<file path="src/rtl/md_pkg.sv">
// Shared constants for the EX-stage multiply/divide back end.
// Op codes, FSM encoding and counter width.
package md_pkg;

  localparam int WIDTH = 32;
  localparam int CNT_W = 5;

  localparam logic [2:0] MD_NOP   = 3'd0;
  localparam logic [2:0] MD_MTHI  = 3'd1;
  localparam logic [2:0] MD_MTLO  = 3'd2;
  localparam logic [2:0] MD_MULWR = 3'd3;
  localparam logic [2:0] MD_DIVU  = 3'd4;
  localparam logic [2:0] MD_DIV   = 3'd5;

  typedef enum logic [1:0] {
    S_IDLE    = 2'd0,
    S_DIV_RUN = 2'd1,
    S_DIV_FIX = 2'd2
  } md_state_e;

endpackage

</file>
<file path="src/rtl/md_div_core.sv">
// Iterative restoring divider on unsigned magnitudes, one quotient bit per step.
// Ports: clk, rst_n, start/a/b (load), step (advance), last, q, r.
module md_div_core
  import md_pkg::*;
(
  input  logic             clk,
  input  logic             rst_n,
  input  logic             start,
  input  logic             step,
  input  logic [WIDTH-1:0] a,
  input  logic [WIDTH-1:0] b,
  output logic             last,
  output logic [WIDTH-1:0] q,
  output logic [WIDTH-1:0] r
);

  logic [WIDTH-1:0] q_q, q_d;
  logic [WIDTH-1:0] r_q, r_d;
  logic [WIDTH-1:0] d_q, d_d;
  logic [CNT_W-1:0] cnt_q, cnt_d;
  logic [WIDTH:0]   trial;
  logic             ge;

  // Remainder stays below the divisor, so 32 bits hold it;
  // the shifted-in trial needs the 33rd bit only for the compare.
  assign trial = {r_q, q_q[WIDTH-1]};
  assign ge    = trial >= {1'b0, d_q};

  always_comb begin
    q_d   = q_q;
    r_d   = r_q;
    d_d   = d_q;
    cnt_d = cnt_q;
    if (start) begin
      q_d   = a;
      d_d   = b;
      r_d   = '0;
      cnt_d = '0;
    end else if (step) begin
      r_d   = ge ? (trial[WIDTH-1:0] - d_q)
                 : trial[WIDTH-1:0];
      q_d   = {q_q[WIDTH-2:0], ge};
      cnt_d = cnt_q + 1'b1;
    end
  end

  always_ff @(posedge clk or negedge rst_n) begin
    if (!rst_n) begin
      q_q   <= '0;
      r_q   <= '0;
      d_q   <= '0;
      cnt_q <= '0;
    end else begin
      q_q   <= q_d;
      r_q   <= r_d;
      d_q   <= d_d;
      cnt_q <= cnt_d;
    end
  end

  assign last = (cnt_q == {CNT_W{1'b1}});
  assign q    = q_q;
  assign r    = r_q;

endmodule

</file>
<file path="src/rtl/md_hilo_unit.sv">
// HI/LO pair with MTHI/MTLO/MULWR writes and a 33-cycle iterative divider.
// Ports: op_valid/op_code/x/y/prod_*, busy, done, hi, lo; div0 with MD_DIV0_FLAG_EN.
module md_hilo_unit
  import md_pkg::*;
(
  input  logic             clk,
  input  logic             rst_n,
  input  logic             op_valid,
  input  logic [2:0]       op_code,
  input  logic [WIDTH-1:0] x,
  input  logic [WIDTH-1:0] y,
  input  logic [WIDTH-1:0] prod_lo,
  input  logic [WIDTH-1:0] prod_hi,
  output logic             busy,
  output logic             done,
  output logic [WIDTH-1:0] hi,
`ifdef MD_DIV0_FLAG_EN
  output logic [WIDTH-1:0] lo,
  output logic             div0
`else
  output logic [WIDTH-1:0] lo
`endif
);

  md_state_e        state_q, state_d;
  logic [WIDTH-1:0] hi_q, hi_d;
  logic [WIDTH-1:0] lo_q, lo_d;
  logic             done_q, done_d;
  logic             sq_q, sq_d;
  logic             sr_q, sr_d;

  logic             accept;
  logic             is_mthi, is_mtlo, is_mul;
  logic             is_divu, is_sdiv, is_div;
  logic [WIDTH-1:0] ax, ay;
  logic             core_start, core_step;
  logic             core_last;
  logic [WIDTH-1:0] core_q, core_r;

`ifdef MD_DIV0_FLAG_EN
  logic             z_q, z_d;
  logic             div0_q, div0_d;
  logic             y_zero;
  assign y_zero = (y == '0);
`endif

  assign accept  = op_valid && (state_q == S_IDLE);
  assign is_mthi = accept && (op_code == MD_MTHI);
  assign is_mtlo = accept && (op_code == MD_MTLO);
  assign is_mul  = accept && (op_code == MD_MULWR);
  assign is_divu = accept && (op_code == MD_DIVU);
  assign is_sdiv = accept && (op_code == MD_DIV);
  assign is_div  = is_divu || is_sdiv;

  assign ax = (is_sdiv && x[WIDTH-1]) ? -x : x;
  assign ay = (is_sdiv && y[WIDTH-1]) ? -y : y;

  assign core_start = is_div;
  assign core_step  = (state_q == S_DIV_RUN);

  md_div_core u_core (
    .clk   (clk),
    .rst_n (rst_n),
    .start (core_start),
    .step  (core_step),
    .a     (ax),
    .b     (ay),
    .last  (core_last),
    .q     (core_q),
    .r     (core_r)
  );

  always_comb begin
    state_d = state_q;
    hi_d    = hi_q;
    lo_d    = lo_q;
    done_d  = 1'b0;
    sq_d    = sq_q;
    sr_d    = sr_q;
`ifdef MD_DIV0_FLAG_EN
    z_d     = z_q;
    div0_d  = div0_q;
`endif
    unique case (state_q)
      S_IDLE: begin
        unique case (1'b1)
          is_mthi: begin
            hi_d   = x;
            done_d = 1'b1;
          end
          is_mtlo: begin
            lo_d   = x;
            done_d = 1'b1;
          end
          is_mul: begin
            hi_d   = prod_hi;
            lo_d   = prod_lo;
            done_d = 1'b1;
          end
          is_div: begin
            sq_d    = is_sdiv && (x[WIDTH-1] ^ y[WIDTH-1]);
            sr_d    = is_sdiv && x[WIDTH-1];
            state_d = S_DIV_RUN;
`ifdef MD_DIV0_FLAG_EN
            z_d = y_zero;
            if (y_zero) state_d = S_DIV_FIX;
            else        div0_d  = 1'b0;
`endif
          end
          default: ;
        endcase
      end
      S_DIV_RUN: begin
        if (core_last) state_d = S_DIV_FIX;
      end
      S_DIV_FIX: begin
        lo_d    = sq_q ? -core_q : core_q;
        hi_d    = sr_q ? -core_r : core_r;
        done_d  = 1'b1;
        state_d = S_IDLE;
`ifdef MD_DIV0_FLAG_EN
        // Core never stepped, so q still holds |x|;
        // re-signing it reproduces the raw dividend.
        if (z_q) begin
          lo_d   = '1;
          hi_d   = sr_q ? -core_q : core_q;
          div0_d = 1'b1;
        end
`endif
      end
      default: state_d = S_IDLE;
    endcase
  end

  always_ff @(posedge clk or negedge rst_n) begin
    if (!rst_n) begin
      state_q <= S_IDLE;
      hi_q    <= '0;
      lo_q    <= '0;
      done_q  <= 1'b0;
      sq_q    <= 1'b0;
      sr_q    <= 1'b0;
`ifdef MD_DIV0_FLAG_EN
      z_q     <= 1'b0;
      div0_q  <= 1'b0;
`endif
    end else begin
      state_q <= state_d;
      hi_q    <= hi_d;
      lo_q    <= lo_d;
      done_q  <= done_d;
      sq_q    <= sq_d;
      sr_q    <= sr_d;
`ifdef MD_DIV0_FLAG_EN
      z_q     <= z_d;
      div0_q  <= div0_d;
`endif
    end
  end

  assign busy = (state_q != S_IDLE);
  assign done = done_q;
  assign hi   = hi_q;
  assign lo   = lo_q;
`ifdef MD_DIV0_FLAG_EN
  assign div0 = div0_q;
`endif

endmodule
</file>
<file path="config.mk">
export PLATFORM = sky130hd
export DESIGN_NAME = md_hilo_unit
export DESIGN_NICKNAME = d
export VERILOG_FILES = /design/src/rtl/md_pkg.sv /design/src/rtl/md_div_core.sv /design/src/rtl/md_hilo_unit.sv
export SDC_FILE = /design/constraint.sdc
export NUM_CORES = 1
export LEC_CHECK = 0
export ABC_AREA = 1
export BUFFER_PORTS_ARGS = -buffer_cell sky130_fd_sc_hd__buf_2
export CORE_ASPECT_RATIO = 1.1
export CORE_MARGIN = 2
export CORE_UTILIZATION = 54
export DETAILED_ROUTE_END_ITERATION = 10
export PLACE_DENSITY = 0.76
export SLEW_MARGIN = 0
export SYNTH_ARGS = -nofsm -noshare
export SYNTH_HDL_FRONTEND = slang
export SYNTH_SLANG_ARGS = --single-unit
export TNS_END_PERCENT = 100
</file>
<file path="constraint.sdc">
create_clock -name clk -period 2.7 [get_ports clk]
set_input_delay 0.27 -clock clk [delete_from_list [all_inputs] [get_ports clk]]
set_output_delay 0.27 -clock clk [all_outputs]
set_load 0.05 [all_outputs]
</file>
==> out/results.txt, run 1 <==
Outcome - finished clean
Fin crit period - 2.52 ns
Die width - 160 µm
Layout cell share with drive strength beyond 1 - 11.5%
Syn Inst Count - 2392
Setup_tns - 0 ns
Slowest cell on the critical path - dfrtp_1
DRC Markers - 0
Worst min path class - in -> reg
Drt total wl - 56800 µm
GR Util All Layers - 40.5%
Syn. warnings - 0
Clock Root Buffer - clkbuf_16
Switching part of the total - 54.6%
Max clock buf depth - 2
Post-CTS setup buffer count - 0
Crit path capture type - flop
Async set or reset register ratio after synthesis - 100%
Final setup viols - 0
Num ports - 200
H-tree depth - 4
Leak Pwr - 8.77 nW
Cts bufs inserted - 17
Post-Syn Nets - 2565
Area Growth Syn to Fin - 14.7%
Placed insts - 2909
Most common cell after layout, fill and taps aside - nand2_1
Worst Path Max Fanout - 33
Kind of critical path - reg -> reg
Worst Skew - 0.0133 ns
Clock Power Share - 13.5%
Mapped Avg Cell Area - 6.03 µm²
Via Count - 16700
Post-Syn Area - 0.0144 mm²
Drt wl/cell - 19.3 µm
Drt initial violations - 1995
Starting Density - 55.1%
Psw - 10.0 mW
Buffers plus inverters on the worst setup path - 1
Final hold vios - 0
Routability cong. - 1.00
Global route total overflow - 0
Top cell by count, worst path - nand2_1
Max-Cap Viols - 0
Largest net degree at the start of global routing - 72
Cell family with most CP delay - simple AND/OR/NAND/NOR gates
Final Net Count - 2750
Max Transition Viols Final - 0
Die Area - 0.0281 mm²
CTS tree - yes
Commonest cells after routing, fill and taps aside - nand2_1 (797), inv_1 (320), nor2_1 (271)
Via-to-Cell Ratio - 5.68
IO buf count - 199
Yosys reg bits - 170
Vias in the first global route - 15800
Dpl hpwl - 45700 µm
Critical path, cell by cell - ha_2, nand2_1, nor2_2, nand2_1, nor2_1, nand2_1, nand2_1, nor2_2, nand2_2, buf_12, nand2_1, nand3_1, o21ai_0
Sequential power share - 24.6%
Worst skew pair latency - 0.46 ns
Worst Path Arrival - 2.83 ns
FP Rows - 62
Fmax - 397 MHz
Synth unique cells - 43
Pint - 8.33 mW
Clock Sinks - 170
Number of diodes - 0
DIE HEIGHT - 175 µm
Clock-pin slew on the worst setup and hold paths - 0.07 ns
Layout Cells excl Fill - 2942
Setup crit start kind - flop
First-pass GRT wire length - 87900 µm
RSZ-0062 raised after global routing - false
Slew at the pin with the worst max-slew slack - 0.664 ns
Critical Path RT - 3.02 ns
Number of synthesized flops with an enable pin - 0
Peak VDD IR - 0.652 mV
Primary FF master, synth - dfrtp_1
Seq/Total Area, Yosys - 29.5%
Worst path max stage delay - 0.50 ns
Power per Cell Area - 1110 mW/mm²
Core area - 0.0262 mm²
Initial antenna violation count - 1
Final core occ - 63.2%
Combinational power share - 61.9%
Max_slew headroom - 55.8%
Post-layout power - 18.3 mW
Period utilization - 93.2%
DR pass1 iterations - 6
DRT antenna net count - 0
==> power by group through the flow <==
stage	Sequential (mW)	Combinational, mW	Clock [mW]
2_1_floorplan	5.14	7.10	0
3_3_place_gp	4.49	11.0	0
3_5_place_dp	4.51	11.1	0
4_1_cts	4.47	11.2	2.48
5_1_grt	4.62	12.6	2.57
6_report	4.52	11.3	2.48
==> cell usage after synthesis, types with 12 or more instances <==
master      n  area share, %
ha_1       38            3.3
nand3_1   241            8.4
xnor2_1    15           0.91
inv_1     320            8.3
nor3_1     12           0.42
nand4_1    31            1.3
nor2_1    273            7.1
o22ai_1    12           0.52
clkbuf_1   46            1.2
a31oi_1    19           0.82
nand2_1   797             21
dfrtp_1   170             29
buf_2      21           0.73
xor2_1     68            4.1
o21ai_1    15           0.52
a21oi_1   108            3.7
o21ai_0   128            4.4
==> sequential cells by signal, indices dropped and copies added, names as in the netlist <==
name and flops:
u_core.r 32, hi 32, u_core.q 32, lo 32, done 1, u_core.d_q 32
u_core.cnt_q 5, sq_q 1, state_q 2, sr_q 1
==> path summary, 6_finish.rpt <==
path,start,to,slack [ns],cells past startpoint
max,u_core.r[13],u_core.r[9],0.18,13
min,y[31],sq_q,0.13,4
max reg2reg,u_core.r[13],u_core.r[9],0.18,13
min reg2reg,u_core.cnt_q[3],u_core.cnt_q[3],0.47,1
max in group asynchronous,rst_n,lo[3],1.46,3
min in group asynchronous,rst_n,lo[20],0.39,2
==> worst min-delay path, cell delays in order <==
cell and delay, ns:
buf_2 0.08, nand2_1 0.05, nand3_1 0.07, o21ai_0 0.07
==> per-stage QoR <==
stage | instance area, µm² | hold slack [ns] | worst slack, ns
finish | 16600 | 0.127 | 0.183
detailed placement | 16000 | 0.306 | 0.128
global route | 16600 | 0.152 | 0.00334
global placement | 16000 | 0.309 | 0.124
floorplan | 14400 | -0.0256 | 0.609
CTS | 16600 | 0.122 | 0.111
==> layout make-up <==
type                            instances  area [µm²]
Clock buffer                           18         429
Clock inverter                         14         151
Fill cell                            2645        9660
Inverter                              327        1230
Multi-Input combinational cell       1814        8600
Sequential cell                       170        4250
Tap cell                              352         440
Timing Repair Buffer                  247        1450
==> what timing repair did <==
action / CTS / global route
hold buffers: 1 / 0
resized for setup: 0 / 3
setup endpoints to repair: 0 / 30
endpoints found under the hold margin: 59 / 0
==> layer usage <==
| metal | share of wire, % | vias up | track usage [%] | wire length [µm] |
|---|---|---|---|---|
| met3 | 8.3 | 182 | 5.76 | 4720 |
| met2 | 45 | 890 | 66.6 | 25800 |
| li1 | - | 7971 | - | - |
| met1 | 39 | 7653 | 50.0 | 22000 |
| met4 | 7.5 | 2 | 26.5 | 4260 |
| met5 | 0.026 | - | 0 | 15 |
==> kinds of logic (layout without fill, tap and decap cells) <==
family,after synthesis,count (layout),share of synthesized area (%)
flops,170,170,29.5
xor+xnor,83,83,5.04
buf+inv,408,606,11.0
fa+ha+maj,39,39,3.43
simple gates,1382,1382,39.5
compound gates,310,310,11.6
No activity file was read; power rests on OpenSTA's default activity.
==> run 2, diff against run 1 <==
--- a/config.mk
+++ b/config.mk
@@ -10,6 +10,7 @@
 export CORE_ASPECT_RATIO = 1.1
 export CORE_MARGIN = 2
 export CORE_UTILIZATION = 54
+export CTS_BUF_LIST = sky130_fd_sc_hd__clkbuf_8 sky130_fd_sc_hd__clkbuf_16
 export DETAILED_ROUTE_END_ITERATION = 10
 export PLACE_DENSITY = 0.76
 export SLEW_MARGIN = 0
==> constraint.sdc (replaced) <==
create_clock -name clk -period 2.7 [get_ports clk]
set_input_delay 0.54 -clock clk [delete_from_list [all_inputs] [get_ports clk]]
set_output_delay 0.54 -clock clk [all_outputs]
set_load 0.05 [all_outputs]
==> run 2 against run 1 <==
Compared with the run above: register-to-register slack got worse by 0.04 ns; clock skew barely moved; critical path depth did not move; critical path type unchanged.
==> out/results.txt, run 2 (synthesis gave the netlist of run 1 again) <==
Placed insts - 2909 (unchanged)
Reg2reg path depth - 13 (unchanged)
Largest net degree at the start of global routing - 51 (-29%)
Pint - 8.34 mW (about the same)
RSZ-0062 raised after global routing - false
Fill cell count - 2544 (-3.8%)
Core area - 0.0262 mm² (unchanged)
GR Util All Layers - 40.8% (+0.28 points)
H-tree depth - 4 (unchanged)
Post-CTS setup buffer count - 0 (unchanged)
Psw - 10.2 mW (+1.6%)
Worst r2r dst - u_core.r[27]
Max Transition Viols Final - 0 (unchanged)
Initial antenna violation count - 0 (-1)
Drt wl/cell - 19.6 µm (+1.6%)
R2R Setup Slk - 0.14 ns (-0.04 ns)
Area Growth Syn to Fin - 14.9%
Fmax - 391 MHz (-1.7%)
Drt initial violations - 1852 (-7.2%)
Cts bufs inserted - 17 (unchanged)
Global route total overflow - 0 (unchanged)
Switching part of the total - 54.9% (+0.37 points)
Dpl hpwl - 46400 µm (+1.6%)
Final setup viols - 0 (unchanged)
Final hold vios - 0 (unchanged)
Slew at the pin with the worst max-slew slack - 0.735 ns (+0.0711 ns)
FP Rows - 62 (unchanged)
Final Net Count - 2749 (-0.036%)
Sequential power share - 24.7% (about the same)
Max-Cap Viols - 0 (unchanged)
Most common cell after layout, fill and taps aside - nand2_1
Drt total wl - 57700 µm (+1.6%)
Setup crit start kind - flop
First-pass GRT wire length - 88300 µm (+0.44%)
Setup_tns - 0 ns (unchanged)
Power per Cell Area - 1120 mW/mm² (+0.73%)
Num ports - 200 (unchanged)
DR pass1 iterations - 6 (unchanged)
Critical Path RT - 3.04 ns (+0.02 ns)
Worst skew pair latency - 0.45 ns (about the same)
Layout cell share with drive strength beyond 1 - 11.6% (+0.082 points)
Die Area - 0.0281 mm² (unchanged)
Clock Sinks - 170 (unchanged)
Layout Cells excl Fill - 2942 (unchanged)
Reg-to-Reg Start - u_core.r[13]
Period utilization - 94.8% (+1.6 points)
Via-to-Cell Ratio - 5.77 (+1.6%)
Kind of critical path - reg -> reg
Combinational power share - 62.3% (+0.4 points)
Worst Path Arrival - 2.90 ns (+0.07 ns)
IO buf count - 199 (unchanged)
Starting Density - 55.1% (unchanged)
Max clock buf depth - 2 (unchanged)
Worst min path class - in -> async
Routability cong. - 1.12 (+12%)
DIE HEIGHT - 175 µm (unchanged)
Worst hold slack - 0.0159 ns (-0.111 ns)
Crit path capture type - flop
Peak VDD IR - 0.638 mV (-2.2%)
Max_slew headroom - 50.5% (-5.3 points)
Via Count - 17000 (+1.6%)
Worst Path Max Fanout - 33 (unchanged)
DRC Markers - 0 (unchanged)
Outcome - finished clean
Leak Pwr - 8.77 nW (about the same)
Die width - 160 µm (unchanged)
Worst Skew - 0.0131 ns (-0.000152 ns)
Vias in the first global route - 15800 (+0.50%)
Fin crit period - 2.56 ns (+0.0436 ns)
Clock Root Buffer - clkbuf_16
Clock Power Share - 13.0% (-0.5 points)
Final core occ - 63.3% (+0.11 points)
CTS tree - yes
DRT antenna net count - 0 (unchanged)
Commonest cells after routing, fill and taps aside - nand2_1 (797), inv_1 (321), nor2_1 (271)
Clock-pin slew on the worst setup and hold paths - 0.08 ns (about the same)
## run 2: worst max-delay path by stage
| stage | start | cells past startpoint | endpoint | slack [ns] |
|---|---|---|---|---|
| after floorplan | u_core.r[7] | 14 | u_core.r[10] | 0.61 |
| after global placement | u_core.r[13] | 13 | u_core.r[27] | -0.04 |
| after detailed placement | u_core.r[13] | 13 | u_core.r[29] | 0.02 |
| after CTS | u_core.r[13] | 13 | u_core.r[27] | 0.10 |
| after global routing | u_core.r[13] | 14 | u_core.r[30] | 0.001 |
| final | u_core.r[13] | 13 | u_core.r[27] | 0.14 |
## run 2: routing by layer
metal,GRT usage [%],share of wire (%),vias up
met5,0,0,-
met4,28.4,7.9,0
met3,7.15,9.1,194
met2,66.4,45,1041
met1,49.3,38,7769
li1,-,-,7961
## run 2: worst max-delay path: stages, from the launching register on
cell and delay (ns):
dfrtp_1 0.52, ha_2 0.45, nand2_1 0.16, nor2_4 0.20
nand2_1 0.15, nor2_1 0.21, nand2_1 0.08, nand2_1 0.08
nor2_2 0.05, nand2_2 0.08, buf_12 0.19, nand3_1 0.15
nand2_1 0.10, nand2_1 0.04
## run 2: power groups by stage
| stage | clock, mW | combinational (mW) | sequential, mW |
|---|---|---|---|
| 2_1_floorplan | 0 | 7.10 | 5.14 |
| 3_3_place_gp | 0 | 11.0 | 4.51 |
| 3_5_place_dp | 0 | 11.2 | 4.55 |
| 4_1_cts | 2.41 | 11.3 | 4.50 |
| 5_1_grt | 2.50 | 12.7 | 4.65 |
| 6_report | 2.41 | 11.5 | 4.57 |
## run 2: final cells by class
class                           instances  area, µm²  share of cell area, %
Clock buffer                           17        425                   2.56
Clock inverter                         15        134                  0.807
Antenna cell                            1       2.50                 0.0151
Timing Repair Buffer                  246       1480                   8.92
Multi-Input combinational cell       1814       8620                   52.0
Sequential cell                       170       4250                   25.6
Inverter                              327       1230                   7.40
Tap cell                              352        440                   2.65
## run 2: repair_timing
action,in CTS,in global routing
hold buffers,0,0
endpoints found under the setup margin,1,28
gates resized for setup,1,5
## run 2: through the flow
step	instance area (µm²)	setup WS (ns)	power [mW]
2_1_floorplan	14400	0.609	12.2
3_3_place_gp	16000	-0.0397	15.5
3_5_place_dp	16000	0.0230	15.7
4_1_cts	16600	0.104	18.2
5_1_grt	16600	0.000956	19.9
6_report	16600	0.139	18.5
==> run 3, diff against run 2 <==
--- a/config.mk
+++ b/config.mk
@@ -13,6 +13,7 @@
 export CTS_BUF_LIST = sky130_fd_sc_hd__clkbuf_8 sky130_fd_sc_hd__clkbuf_16
 export DETAILED_ROUTE_END_ITERATION = 10
 export PLACE_DENSITY = 0.76
+export RECOVER_POWER = 100
 export SLEW_MARGIN = 0
 export SYNTH_ARGS = -nofsm -noshare
 export SYNTH_HDL_FRONTEND = slang
==> run 3 against run 2 <==
Compared with the run above: the flow now finishes with violations (capacitance limit, slew limit); clock-buffer cell count unchanged; global-route usage unchanged; sequential cell count unchanged; sequential share of layout area up 0.23 points; power shrank 0.49%; critical path depth up 1; core utilization fell by 0.57 points; design area decreased by 0.90%; highest routed layer unchanged.
==> out/results.txt, run 3 (synthesis gave the netlist of run 1 again) <==
Die width - 160 µm (unchanged)
Commonest cells after routing, fill and taps aside - nand2_1 (798), inv_1 (324), nor2_1 (272)
Worst Path Arrival - 2.93 ns (+0.03 ns)
Critical path, cell by cell - ha_2, nand2_1, nor2_4, nand2_1, nor2_1, nand2_1, nand2_1, nor2_2, buf_4, nand3_1, nand2_1, inv_1, nand2_1, nand2_1
Fin crit period - 2.59 ns (+0.0288 ns)
Global route total overflow - 0 (unchanged)
DR pass1 iterations - 7 (+1)
Via Count - 17000 (+0.071%)
Clock Sinks - 170 (unchanged)
Post-CTS Hold Buffers - 0 (unchanged)
Post-layout power - 18.4 mW (-0.49%)
Period utilization - 95.9% (+1.1 points)
Top cell by count, worst path - nand2_1
Starting Density - 55.1% (unchanged)
First-pass GRT wire length - 88300 µm (unchanged)
Reg-to-Reg Start - u_core.r[13]
GR Util All Layers - 40.8% (unchanged)
Via-to-Cell Ratio - 5.77 (about the same)
Max clock buf depth - 2 (unchanged)
Power per Cell Area - 1120 mW/mm² (+0.42%)
Max_slew headroom - -53.5% (-100 points)
Worst skew pair latency - 0.44 ns (about the same)
Cts bufs inserted - 17 (unchanged)
Area Growth Syn to Fin - 13.9%
Worst Path Max Fanout - 32 (-3.0%)
RSZ-0062 raised after global routing - false
Largest net degree at the start of global routing - 51 (unchanged)
CTS tree - yes
Pre-CTS WS - 0.0230 ns (unchanged)
DIE HEIGHT - 175 µm (unchanged)
Fill cell count - 2600 (+2.2%)
Routability cong. - 1.12 (unchanged)
Setup_tns - 0 ns (unchanged)
Critical Path RT - 3.04 ns (about the same)
Crit path capture type - flop
Kind of critical path - reg -> reg
Final worst setup slack - 0.111 ns (-0.0288 ns)
Final hold vios - 0 (unchanged)
Max-Cap Viols - 2 (+2)
Violated checks - capacitance limit, slew limit
Drt total wl - 58000 µm (+0.50%)
Slowest cell on the critical path - dfrtp_1
Final Net Count - 2749 (unchanged)
Leak Pwr - 8.59 nW (-2.1%)
Layout cell share with drive strength beyond 1 - 8.65% (-2.9 points)
Max Transition Viols Final - 74 (+74)
Drt initial violations - 1823 (-1.6%)
Num ports - 200 (unchanged)
Worst hold slack - 0.398 ns (+0.382 ns)
CP startpoint - u_core.r[13]
H-tree depth - 4 (unchanged)
Most common cell after layout, fill and taps aside - nand2_1
Setup crit start kind - flop
Worst path max stage delay - 0.57 ns (+0.05 ns)
Clock Root Buffer - clkbuf_16
Drt wl/cell - 19.7 µm (+0.50%)
Worst min path class - in -> reg
IO buf count - 199 (unchanged)
Clock-pin slew on the worst setup and hold paths - 0.08 ns (about the same)
Initial antenna violation count - 0 (unchanged)
Core area - 0.0262 mm² (unchanged)
Vias in the first global route - 15800 (unchanged)
FP Rows - 62 (unchanged)
Fmax - 386 MHz (-1.1%)
Slew at the pin with the worst max-slew slack - 2.30 ns (+1.57 ns)
Peak VDD IR - 0.639 mV (+0.18%)
Worst hold path startpoint - prod_hi[0]
Worst Skew - 0.0120 ns (-0.00109 ns)
DRC Markers - 0 (unchanged)
Dpl hpwl - 46400 µm (unchanged)
Post-CTS setup buffer count - 0 (unchanged)
Outcome - finished with violations
DRT antenna net count - 0 (unchanged)
Die Area - 0.0281 mm² (unchanged)
Final setup viols - 0 (unchanged)
run 3: area by class of cell:
cell class,instances,area [µm²],area share [%]
inverters,327,1230,7.47
diodes,1,2.50,0.0152
clock buffers,17,425,2.59
multi-input cells,1814,8600,52.3
clock inverters,15,134,0.814
well taps,352,440,2.68
flip-flops and latches,170,4250,25.9
repair buffers,246,1360,8.26
run 3: through the flow:
step | util (%) | cells | area [µm²]
after CTS | 63.2 | 2941 | 16600
final | 62.7 | 2942 | 16400
after global routing | 62.7 | 2941 | 16400
after floorplan | - | 2392 | 14400
after global placement | 61.0 | 2909 | 16000
after detailed placement | 61.0 | 2909 | 16000
run 3: report_power, final:
group	total, mW	switching (mW)	internal, mW
combinational	11.4	7.91	3.51
sequential	4.58	1.06	3.52
clock	2.41	1.19	1.22
total	18.4	10.2	8.25
run 3: metal layers:
| metal | vias to the layer above | share of wire, % | global-route usage [%] |
|---|---|---|---|
| met3 | 203 | 9.3 | 7.15 |
| met2 | 1075 | 45 | 66.4 |
| met5 | - | 0 | 0 |
| met1 | 7743 | 37 | 49.3 |
| met4 | 0 | 8.0 | 28.4 |
| li1 | 7956 | - | - |
run 3: worst max-delay path: cells and delay by family, from the launching register on:
family | cells | cell delay [ns]
fa+ha+maj | 1 | 0.39
flops | 1 | 0.57
buf+inv | 2 | 0.41
simple gates | 11 | 1.09
run 3: path summary, 6_finish.rpt:
kind	slack, ns	to	cells after the start
worst max-delay path	0.11	u_core.r[31]	14
worst min register to register	0.47	u_core.cnt_q[3]	1
worst max register to register	0.11	u_core.r[31]	14
max in group asynchronous	0.29	hi[17]	2
min in group asynchronous	0.93	lo[26]	1
worst min-delay path	0.40	hi[0]	3
run 3: what timing repair did:
item                       CTS  global route
setup endpoints to repair    1            28
gates resized for setup      1             5
hold endpoints to repair     0             0
